<file path="src/rtl/sevenseg_scan_ctrl.sv">
// Multiplexed seven-segment scan controller: double-buffered digit data,
// per-digit enable, PWM brightness and registered active-low drive.
module sevenseg_scan_ctrl #(
    parameter int NUM_DIGITS  = 8,
    parameter int REFRESH_DIV = 100000,
    parameter int PWM_BITS    = 4
) (
    input  logic                          clk,
    input  logic                          reset,
    input  logic                          en,
    input  logic                          load,
    input  logic [4*NUM_DIGITS-1:0]       digits,
    input  logic [NUM_DIGITS-1:0]         dp,
    input  logic [NUM_DIGITS-1:0]         digit_en,
    input  logic [PWM_BITS-1:0]           brightness,
    output logic [NUM_DIGITS-1:0]         anode,
    output logic [6:0]                    cathode,
    output logic                          dp_n,
    output logic [$clog2(NUM_DIGITS)-1:0] digit_idx,
    output logic                          frame_done
);
    localparam int IDX_W = $clog2(NUM_DIGITS);
    localparam int DIV_W = (REFRESH_DIV > 1) ? $clog2(REFRESH_DIV) : 1;
    localparam logic [DIV_W-1:0] DIV_LAST = DIV_W'(REFRESH_DIV - 1);
    localparam logic [IDX_W-1:0] IDX_LAST = IDX_W'(NUM_DIGITS - 1);

    logic [DIV_W-1:0]        div_cnt_q, div_cnt_d;
    logic [IDX_W-1:0]        digit_idx_q, digit_idx_d;
    logic [PWM_BITS-1:0]     pwm_cnt_q, pwm_cnt_d;
    logic [4*NUM_DIGITS-1:0] pend_digits_q, pend_digits_d;
    logic [NUM_DIGITS-1:0]   pend_dp_q, pend_dp_d;
    logic [NUM_DIGITS-1:0]   pend_en_q, pend_en_d;
    logic [4*NUM_DIGITS-1:0] act_digits_q, act_digits_d;
    logic [NUM_DIGITS-1:0]   act_dp_q, act_dp_d;
    logic [NUM_DIGITS-1:0]   act_en_q, act_en_d;
    logic                    frame_done_q, frame_done_d;
    logic [NUM_DIGITS-1:0]   anode_q, anode_d;
    logic [6:0]              cathode_q, cathode_d;
    logic                    dp_n_q, dp_n_d;

    logic       div_end;
    logic       wrap;
    logic       lit;
    logic       drive;
    logic [3:0] cur_nib;

    // Active-low {g,f,e,d,c,b,a} hex font.
    function automatic logic [6:0] hex_to_seg(input logic [3:0] nib);
        logic [6:0] seg;
        case (nib)
            4'h0:    seg = 7'b1000000;
            4'h1:    seg = 7'b1111001;
            4'h2:    seg = 7'b0100100;
            4'h3:    seg = 7'b0110000;
            4'h4:    seg = 7'b0011001;
            4'h5:    seg = 7'b0010010;
            4'h6:    seg = 7'b0000010;
            4'h7:    seg = 7'b1111000;
            4'h8:    seg = 7'b0000000;
            4'h9:    seg = 7'b0010000;
            4'hA:    seg = 7'b0001000;
            4'hB:    seg = 7'b0000011;
            4'hC:    seg = 7'b1000110;
            4'hD:    seg = 7'b0100001;
            4'hE:    seg = 7'b0000110;
            default: seg = 7'b0001110;
        endcase
        return seg;
    endfunction

    always_comb begin
        div_end = (div_cnt_q == DIV_LAST);
        wrap    = en && div_end && (digit_idx_q == IDX_LAST);

        div_cnt_d     = div_cnt_q;
        digit_idx_d   = digit_idx_q;
        pwm_cnt_d     = pwm_cnt_q;
        pend_digits_d = pend_digits_q;
        pend_dp_d     = pend_dp_q;
        pend_en_d     = pend_en_q;
        act_digits_d  = act_digits_q;
        act_dp_d      = act_dp_q;
        act_en_d      = act_en_q;

        if (en) begin
            pwm_cnt_d = pwm_cnt_q + PWM_BITS'(1);
            if (div_end) begin
                div_cnt_d   = '0;
                digit_idx_d = (digit_idx_q == IDX_LAST) ? '0 : digit_idx_q + IDX_W'(1);
            end else begin
                div_cnt_d = div_cnt_q + DIV_W'(1);
            end
        end

        if (load) begin
            pend_digits_d = digits;
            pend_dp_d     = dp;
            pend_en_d     = digit_en;
        end

        // Taking the post-load pending value lets a load on the wrap edge go live at once.
        if (wrap) begin
            act_digits_d = pend_digits_d;
            act_dp_d     = pend_dp_d;
            act_en_d     = pend_en_d;
        end

        frame_done_d = wrap;

        lit     = (&brightness) || (pwm_cnt_q < brightness);
        cur_nib = act_digits_q[{digit_idx_q, 2'b00} +: 4];
        drive   = en && lit && act_en_q[digit_idx_q];

        anode_d   = '1;
        cathode_d = '1;
        dp_n_d    = 1'b1;
        if (drive) begin
            anode_d[digit_idx_q] = 1'b0;
            cathode_d            = hex_to_seg(cur_nib);
            dp_n_d               = ~act_dp_q[digit_idx_q];
        end
    end

    always_ff @(posedge clk) begin
        if (reset) begin
            div_cnt_q     <= '0;
            digit_idx_q   <= '0;
            pwm_cnt_q     <= '0;
            pend_digits_q <= '0;
            pend_dp_q     <= '0;
            pend_en_q     <= '0;
            act_digits_q  <= '0;
            act_dp_q      <= '0;
            act_en_q      <= '0;
            frame_done_q  <= 1'b0;
            anode_q       <= '1;
            cathode_q     <= '1;
            dp_n_q        <= 1'b1;
        end else begin
            div_cnt_q     <= div_cnt_d;
            digit_idx_q   <= digit_idx_d;
            pwm_cnt_q     <= pwm_cnt_d;
            pend_digits_q <= pend_digits_d;
            pend_dp_q     <= pend_dp_d;
            pend_en_q     <= pend_en_d;
            act_digits_q  <= act_digits_d;
            act_dp_q      <= act_dp_d;
            act_en_q      <= act_en_d;
            frame_done_q  <= frame_done_d;
            anode_q       <= anode_d;
            cathode_q     <= cathode_d;
            dp_n_q        <= dp_n_d;
        end
    end

    assign anode      = anode_q;
    assign cathode    = cathode_q;
    assign dp_n       = dp_n_q;
    assign digit_idx  = digit_idx_q;
    assign frame_done = frame_done_q;

endmodule

</file>
<file path="config.mk">
export PLATFORM = sky130hd
export DESIGN_NAME = sevenseg_scan_ctrl
export DESIGN_NICKNAME = d
export VERILOG_FILES = /design/src/rtl/sevenseg_scan_ctrl.sv
export SDC_FILE = /design/constraint.sdc
export NUM_CORES = 1
export LEC_CHECK = 0
export CAP_MARGIN = 10
export CELL_PAD_IN_SITES_DETAIL_PLACEMENT = 2
export CELL_PAD_IN_SITES_GLOBAL_PLACEMENT = 2
export CORE_MARGIN = 2
export CORE_UTILIZATION = 33
export CTS_BUF_LIST = sky130_fd_sc_hd__clkbuf_8
export DETAILED_ROUTE_END_ITERATION = 7
export GPL_ROUTABILITY_DRIVEN = 0
export GPL_TIMING_DRIVEN = 0
export PLACE_DENSITY_LB_ADDON = 0.1
export REMOVE_ABC_BUFFERS = 1
export SYNTH_ARGS = -nofsm -noshare
export SYNTH_HDL_FRONTEND = slang
export SYNTH_SLANG_ARGS = --single-unit
export TNS_END_PERCENT = 30
</file>
<file path="constraint.sdc">
create_clock -name clk -period 2.3 [get_ports clk]
set_input_delay 0.345 -clock clk [delete_from_list [all_inputs] [get_ports clk]]
set_output_delay 0.345 -clock clk [all_outputs]
set_load 0.005 [all_outputs]
</file>
==> flow_summary.yaml, run 1 <==
cts:
  cts_buffers: 17
  path_clk_slew_ns: 0.07
  clock_latency_ns: 0.45
  htreeDepth: 4
  cts-root-buf: "clkbuf_8"
  clockBufferDepth: 2
  tritoncts: "done"
  clkSinkCount: 137
  hold_buffers: 0
place:
  io_buffers: 75
  hpwl_mm: 9.42
  dp_cells: 776
  post-place-ws_ns: -0.991
  placed_area_sq_mm: 0.00638
critical_path:
  crit_slowest_cell: "mux4_2"
  crit_required_ns: 2.63
  end_kind: "flop"
  worstSetupStartpoint: "digit_idx[1]$_SDFFE_PP0P_"
  cp_top_family: "multiplexers"
  start_kind: "flop"
  critPathMaxStageDelay_ns: 0.50
  r2r-start: "digit_idx[1]$_SDFFE_PP0P_"
  r2r_end: "anode[6]$_SDFF_PP1_"
  crit_path_max_fanout: 14
  critical_path_buf_inv_count: 1
  setup.reg_to_reg.worst_slack_ns: 0.13
  path_cells: "buf_6, nor2b_1, mux4_2, a211oi_4, o21a_4, or3b_1"
  arrival_ns: 2.50
  critical_path_class: "reg2reg"
  r2r_cells: 6
synth:
  ys_types: 50
  synth_edf_count: 0
  ys_seq_area_share_pct: 50.7
  ys_ff_latch: 137
  synthFlopType: "dfxtp_1"
  ys_warn_count: 0
  avgSynthCellArea_sq_um: 10.6
  syn_inst: 512
  synthArstFlopShare_pct: 0
  netlist_area_sq_mm: 0.00541
run:
  drv_cap: 0
sta:
  finalMaxSlewViolations: 0
  fin_crit_sh_pct: 94.5
  worst_slew_pin_slew_ns: 0.942
  worst_hold_slack_ns: 0.385
  setup_ws_ns: 0.127
  setup_viol: 0
  rsz0062_at_grt: "false"
  hold_viol: 0
  skew_ns: 0.0119
  relSlewSlack_pct: 36.8
  fin_crit_ns: 2.17
  timing.fmax_mhz: 460
global_routing:
  grt-ovfl-total: 0
  grt.total_usage_pct: 16.8
  grt_pass1_vias: 4525
  grt_pass1_wl_mm: 23.2
  antenna_found_initial: 0
  grt_max_degree: 49
routing:
  via_per_inst: 5.04
  vias: 4143
  wl_per_cell_um: 17.3
  firstDrtPassIters: 6
  routed_wl_mm: 14.2
  ant_nets: 0
  drt_iter0_drc: 114
  route.detailed.drc: 0
floorplanning:
  start_util_pct: 34.0
  core_sq_mm: 0.0159
  row_count: 46
  die_w_um: 132
  fp.dieArea_sq_mm: 0.0174
  die_h_um: 132
  io_pins: 76
outcome:
  status: "finished, final reports clean"
hold_path:
  hp-start: "reset"
  hold_depth: 2
  holdPathEnd: "div_cnt_q[4]$_SDFFE_PP0P_"
  hold_path.class: "in2reg"
final_layout:
  seqCellArea_sq_mm: 0.00276
  multi_input_area_sq_mm: 0.00253
  nNetsFinal: 663
  drive_gt1_share_pct: 13.4
  area_delta_synth_final_pct: 28.4
  fin_area_sq_mm: 0.00695
  mostFrequentLayoutCell: "dfxtp_1"
  fin_cells: 822
  fill_cells: 1668
  insertedDiodeCount: 0
  final_cell_mix: "dfxtp_1, nor2_1, clkdlybuf4s50_1, mux2i_1, o22a_1"
power:
  p_per_area_mw_per_mm2: 684
  vdd_drop_max_mv: 0.365
  leakage_nw: 2.96
  p_total_mw: 4.75
-- sequential cells by signal (all words and copies together) (netlist names) --
name           flops
anode              8
dp_n               1
pend_digits_q     32
pwm_cnt_q          4
cathode            7
act_dp_q           8
pend_dp_q          8
digit_idx          3
frame_done         1
pend_en_q          8
act_digits_q      32
act_en_q           8
div_cnt_q         17
-- power by group --
group / leakage (nW) / switching [mW] / internal, mW / total (mW)
Sequential: 1.12 / 0.0209 / 2.42 / 2.44
Combinational: 1.65 / 0.140 / 0.161 / 0.301
Clock: 0.200 / 0.936 / 1.07 / 2.01
Total: 2.96 / 1.10 / 3.66 / 4.75
-- timing repair --
item,4_1_cts,5_1_grt
cloned,0,0
pin swaps,2,1
buffers inserted,6,9
gates resized for setup,10,5
setup endpoints to repair,71,52
-- synth_stat cells, types with 4 or more instances --
master    count  area, sq um
clkbuf_1     15         56.3
and4_1        4         35.0
dfxtp_1     137         2740
mux2_2        5         56.3
nor2_1       80          300
o22a_1       45          394
nand4_1      12         75.1
o221ai_1      4         35.0
xor2_1       11         96.3
mux4_2        7          158
xnor2_1       6         52.6
and3_1        4         25.0
nand2_1      22         82.6
a21oi_1       6         30.0
o21ai_0       8         40.0
inv_1         8         30.0
ha_1         13          163
a211oi_1      4         30.0
mux2i_1      59          591
buf_2        14         70.1
nand3_1       8         40.0
-- area by class of cell --
| type | instances | share of cell area, % |
|---|---|---|
| multi-input cells | 333 | 36.5 |
| repair buffers | 95 | 13.6 |
| inverters | 10 | 0.540 |
| flip-flops and latches | 137 | 39.6 |
| well taps | 216 | 3.89 |
| clock buffers | 21 | 4.16 |
| clock inverters | 10 | 1.71 |
-- how the worst max path moves through the flow --
stage                                   endpoint  depth (start not counted)  slack, ns
floorplan           act_digits_q[0]$_SDFFE_PP0P_                          6      -2.15
global placement    act_digits_q[8]$_SDFFE_PP0P_                          6      -5.36
detailed placement      act_en_q[3]$_SDFFE_PP0P_                          9      -0.99
CTS                          anode[6]$_SDFF_PP1_                          5       0.01
global route           div_cnt_q[7]$_SDFFE_PP0P_                          5      0.002
finish                       anode[6]$_SDFF_PP1_                          6       0.13
-- routing by layer --
metal	track usage, %	wire (um)	up-vias
li1	-	-	1994
met1	20.0	6400	2061
met2	29.7	7180	70
met3	3.73	447	18
met4	5.62	208	0
met5	0	0	-
-- metrics by stage --
step                      TNS, ns  utilization [%]
final                           0             43.6
after global routing            0             43.6
after CTS                       0             43.0
after detailed placement   -57.48             40.0
after global placement    -371.90             39.4
after floorplan            -99.82                -
-- kinds of logic (layout without fill, tap and decap cells) --
group	Yosys count	count (layout)	share of synthesized area, %
buffers and inverters	42	136	3.44
AOI/OAI and AO/OA	82	82	12.0
muxes	71	71	14.9
and+or+nand+nor	150	150	13.2
xor gates and xnor gates	17	17	2.75
DFF	137	137	50.7
adders and majority gates	13	13	3.00
Power figures use the tool's default switching activity.
==> run 2, diff against run 1 <==
--- a/config.mk
+++ b/config.mk
@@ -14,6 +14,8 @@
 export DETAILED_ROUTE_END_ITERATION = 7
 export GPL_ROUTABILITY_DRIVEN = 0
 export GPL_TIMING_DRIVEN = 0
+export HOLD_SLACK_MARGIN = 0.02
+export MAX_ROUTING_LAYER = met4
 export PLACE_DENSITY_LB_ADDON = 0.1
 export REMOVE_ABC_BUFFERS = 1
 export SYNTH_ARGS = -nofsm -noshare
==> run 2 against run 1 <==
Effect of this change:
- fmax is 0.48% lower
- flip-flop and latch count did not move
- first-iteration DRC count grew 3.5%
- clock skew decreased by 0.00052 ns
- via count is 0.36% higher
- largest power group unchanged
==> flow_summary.yaml, run 2 (synthesis gave the netlist of run 1 again) <==
global_routing:
  grt-ovfl-total: 0
  grt_max_degree: 49
  grt.total_usage_pct: 17.3
  grt_pass1_vias: 4514
  antenna_found_initial: 0
  grt_pass1_wl_mm: 23.3
final_layout:
  area_delta_synth_final_pct: 28.4
  final_cell_mix: "dfxtp_1, nor2_1, clkdlybuf4s50_1, mux2i_1, o22a_1"
  fin_cells: 822
  largest_registers: "act_digits_q: 32 flops, pend_digits_q: 32 flops, div_cnt_q: 17 flops"
  finish.utilization_pct: 43.6
  nNetsFinal: 663
  drive_gt1_share_pct: 13.4
  mostFrequentLayoutCell: "dfxtp_1"
  insertedDiodeCount: 0
critical_path:
  arrival_ns: 2.51
  critical_path_class: "reg2reg"
  cp_top_family: "multiplexers"
  crit_slowest_cell: "mux4_2"
  end_kind: "flop"
  start_kind: "flop"
  critical_path_buf_inv_count: 1
  crit_required_ns: 2.63
  setup.reg_to_reg.worst_slack_ns: 0.12
  critPathMaxStageDelay_ns: 0.51
  crit_path_max_fanout: 14
  path_cells: "buf_6, nor2b_1, mux4_2, a211oi_4, o21a_4, or3b_1"
hold_path:
  hold_path.class: "in2reg"
floorplanning:
  io_pins: 76
  start_util_pct: 34.0
  die_h_um: 132
  core_sq_mm: 0.0159
  row_count: 46
  die_w_um: 132
  fp.dieArea_sq_mm: 0.0174
routing:
  routed_wl_mm: 14.3
  ant_nets: 0
  via_per_inst: 5.06
  route.detailed.drc: 0
  drt_iter0_drc: 118
  firstDrtPassIters: 3
  vias: 4158
  wl_per_cell_um: 17.4
cts:
  cts_buffers: 17
  path_clk_slew_ns: 0.08
  clkSinkCount: 137
  cts-root-buf: "clkbuf_8"
  clock_latency_ns: 0.44
  tritoncts: "done"
  htreeDepth: 4
  clockBufferDepth: 2
power:
  p_per_area_mw_per_mm2: 684
  p_total_mw: 4.75
  leakage_nw: 2.96
  vdd_drop_max_mv: 0.363
sta:
  fin_crit_ns: 2.18
  setup_viol: 0
  relSlewSlack_pct: 36.8
  timing.fmax_mhz: 458
  hold_viol: 0
  fin_crit_sh_pct: 94.9
  rsz0062_at_grt: "false"
  skew_ns: 0.0114
  setup_ws_ns: 0.117
  finalMaxSlewViolations: 0
  worst_slew_pin_slew_ns: 0.942
run:
  drv_cap: 0
place:
  dp_cells: 776
  io_buffers: 75
  post-place-ws_ns: -0.991
  hpwl_mm: 9.42
outcome:
  status: "finished, final reports clean"
[run 2: area by class of cell]
type,instances,area [sq um]
fillers,1668,8990
flip-flops and latches,137,2760
multi-input cells,333,2530
repair buffers,95,945
clock buffers,21,289
well taps,216,270
clock inverters,10,119
inverters,10,37.5
[run 2: what timing repair did]
action	CTS	global route
setup buffers	6	9
gates resized for setup	10	5
pin swaps	2	1
hold buffers	0	0
endpoints found under the setup margin	71	52
[run 2: power breakdown]
group,switching (mW),internal [mW],total [mW],leakage (nW)
logic,0.140,0.161,0.301,1.65
registers,0.0208,2.42,2.44,1.12
clock network,0.936,1.07,2.01,0.200
[run 2: final timing paths]
path / depth (start not counted) / endpoint / startpoint
hold / removal: 2 / div_cnt_q[4]$_SDFFE_PP0P_ / reset
hold reg to reg: 1 / act_en_q[0]$_SDFFE_PP0P_ / act_en_q[0]$_SDFFE_PP0P_
setup reg to reg: 6 / anode[6]$_SDFF_PP1_ / digit_idx[1]$_SDFFE_PP0P_
setup / recovery: 6 / anode[6]$_SDFF_PP1_ / digit_idx[1]$_SDFFE_PP0P_
[run 2: per-layer routing]
layer / global-route usage, % / share of wire [%] / vias to the layer above
li1: - / - / 2000
met1: 20.1 / 46 / 2078
met2: 29.7 / 50 / 63
met3: 4.15 / 3.1 / 17
met4: 4.89 / 1.2 / 0
met5: - / 0 / -
[run 2: stage by stage]
| step | setup TNS, ns | cell area (sq um) | hold WS [ns] |
|---|---|---|---|
| 5_1_grt | 0 | 6950 | 0.408 |
| 4_1_cts | 0 | 6860 | 0.383 |
| 3_3_place_gp | -371.90 | 6290 | 0.459 |
| 2_1_floorplan | -99.82 | 5270 | 0.414 |
| 3_5_place_dp | -57.48 | 6380 | 0.469 |
| 6_report | 0 | 6950 | 0.383 |
==> run 3, diff against run 2 <==
--- a/config.mk
+++ b/config.mk
@@ -11,6 +11,7 @@
 export CORE_MARGIN = 2
 export CORE_UTILIZATION = 33
 export CTS_BUF_LIST = sky130_fd_sc_hd__clkbuf_8
+export CTS_CLUSTER_DIAMETER = 30
 export DETAILED_ROUTE_END_ITERATION = 7
 export GPL_ROUTABILITY_DRIVEN = 0
 export GPL_TIMING_DRIVEN = 0
==> results of run 3 <==
The final DEF is identical to that of run 2; final timing and power are the same.
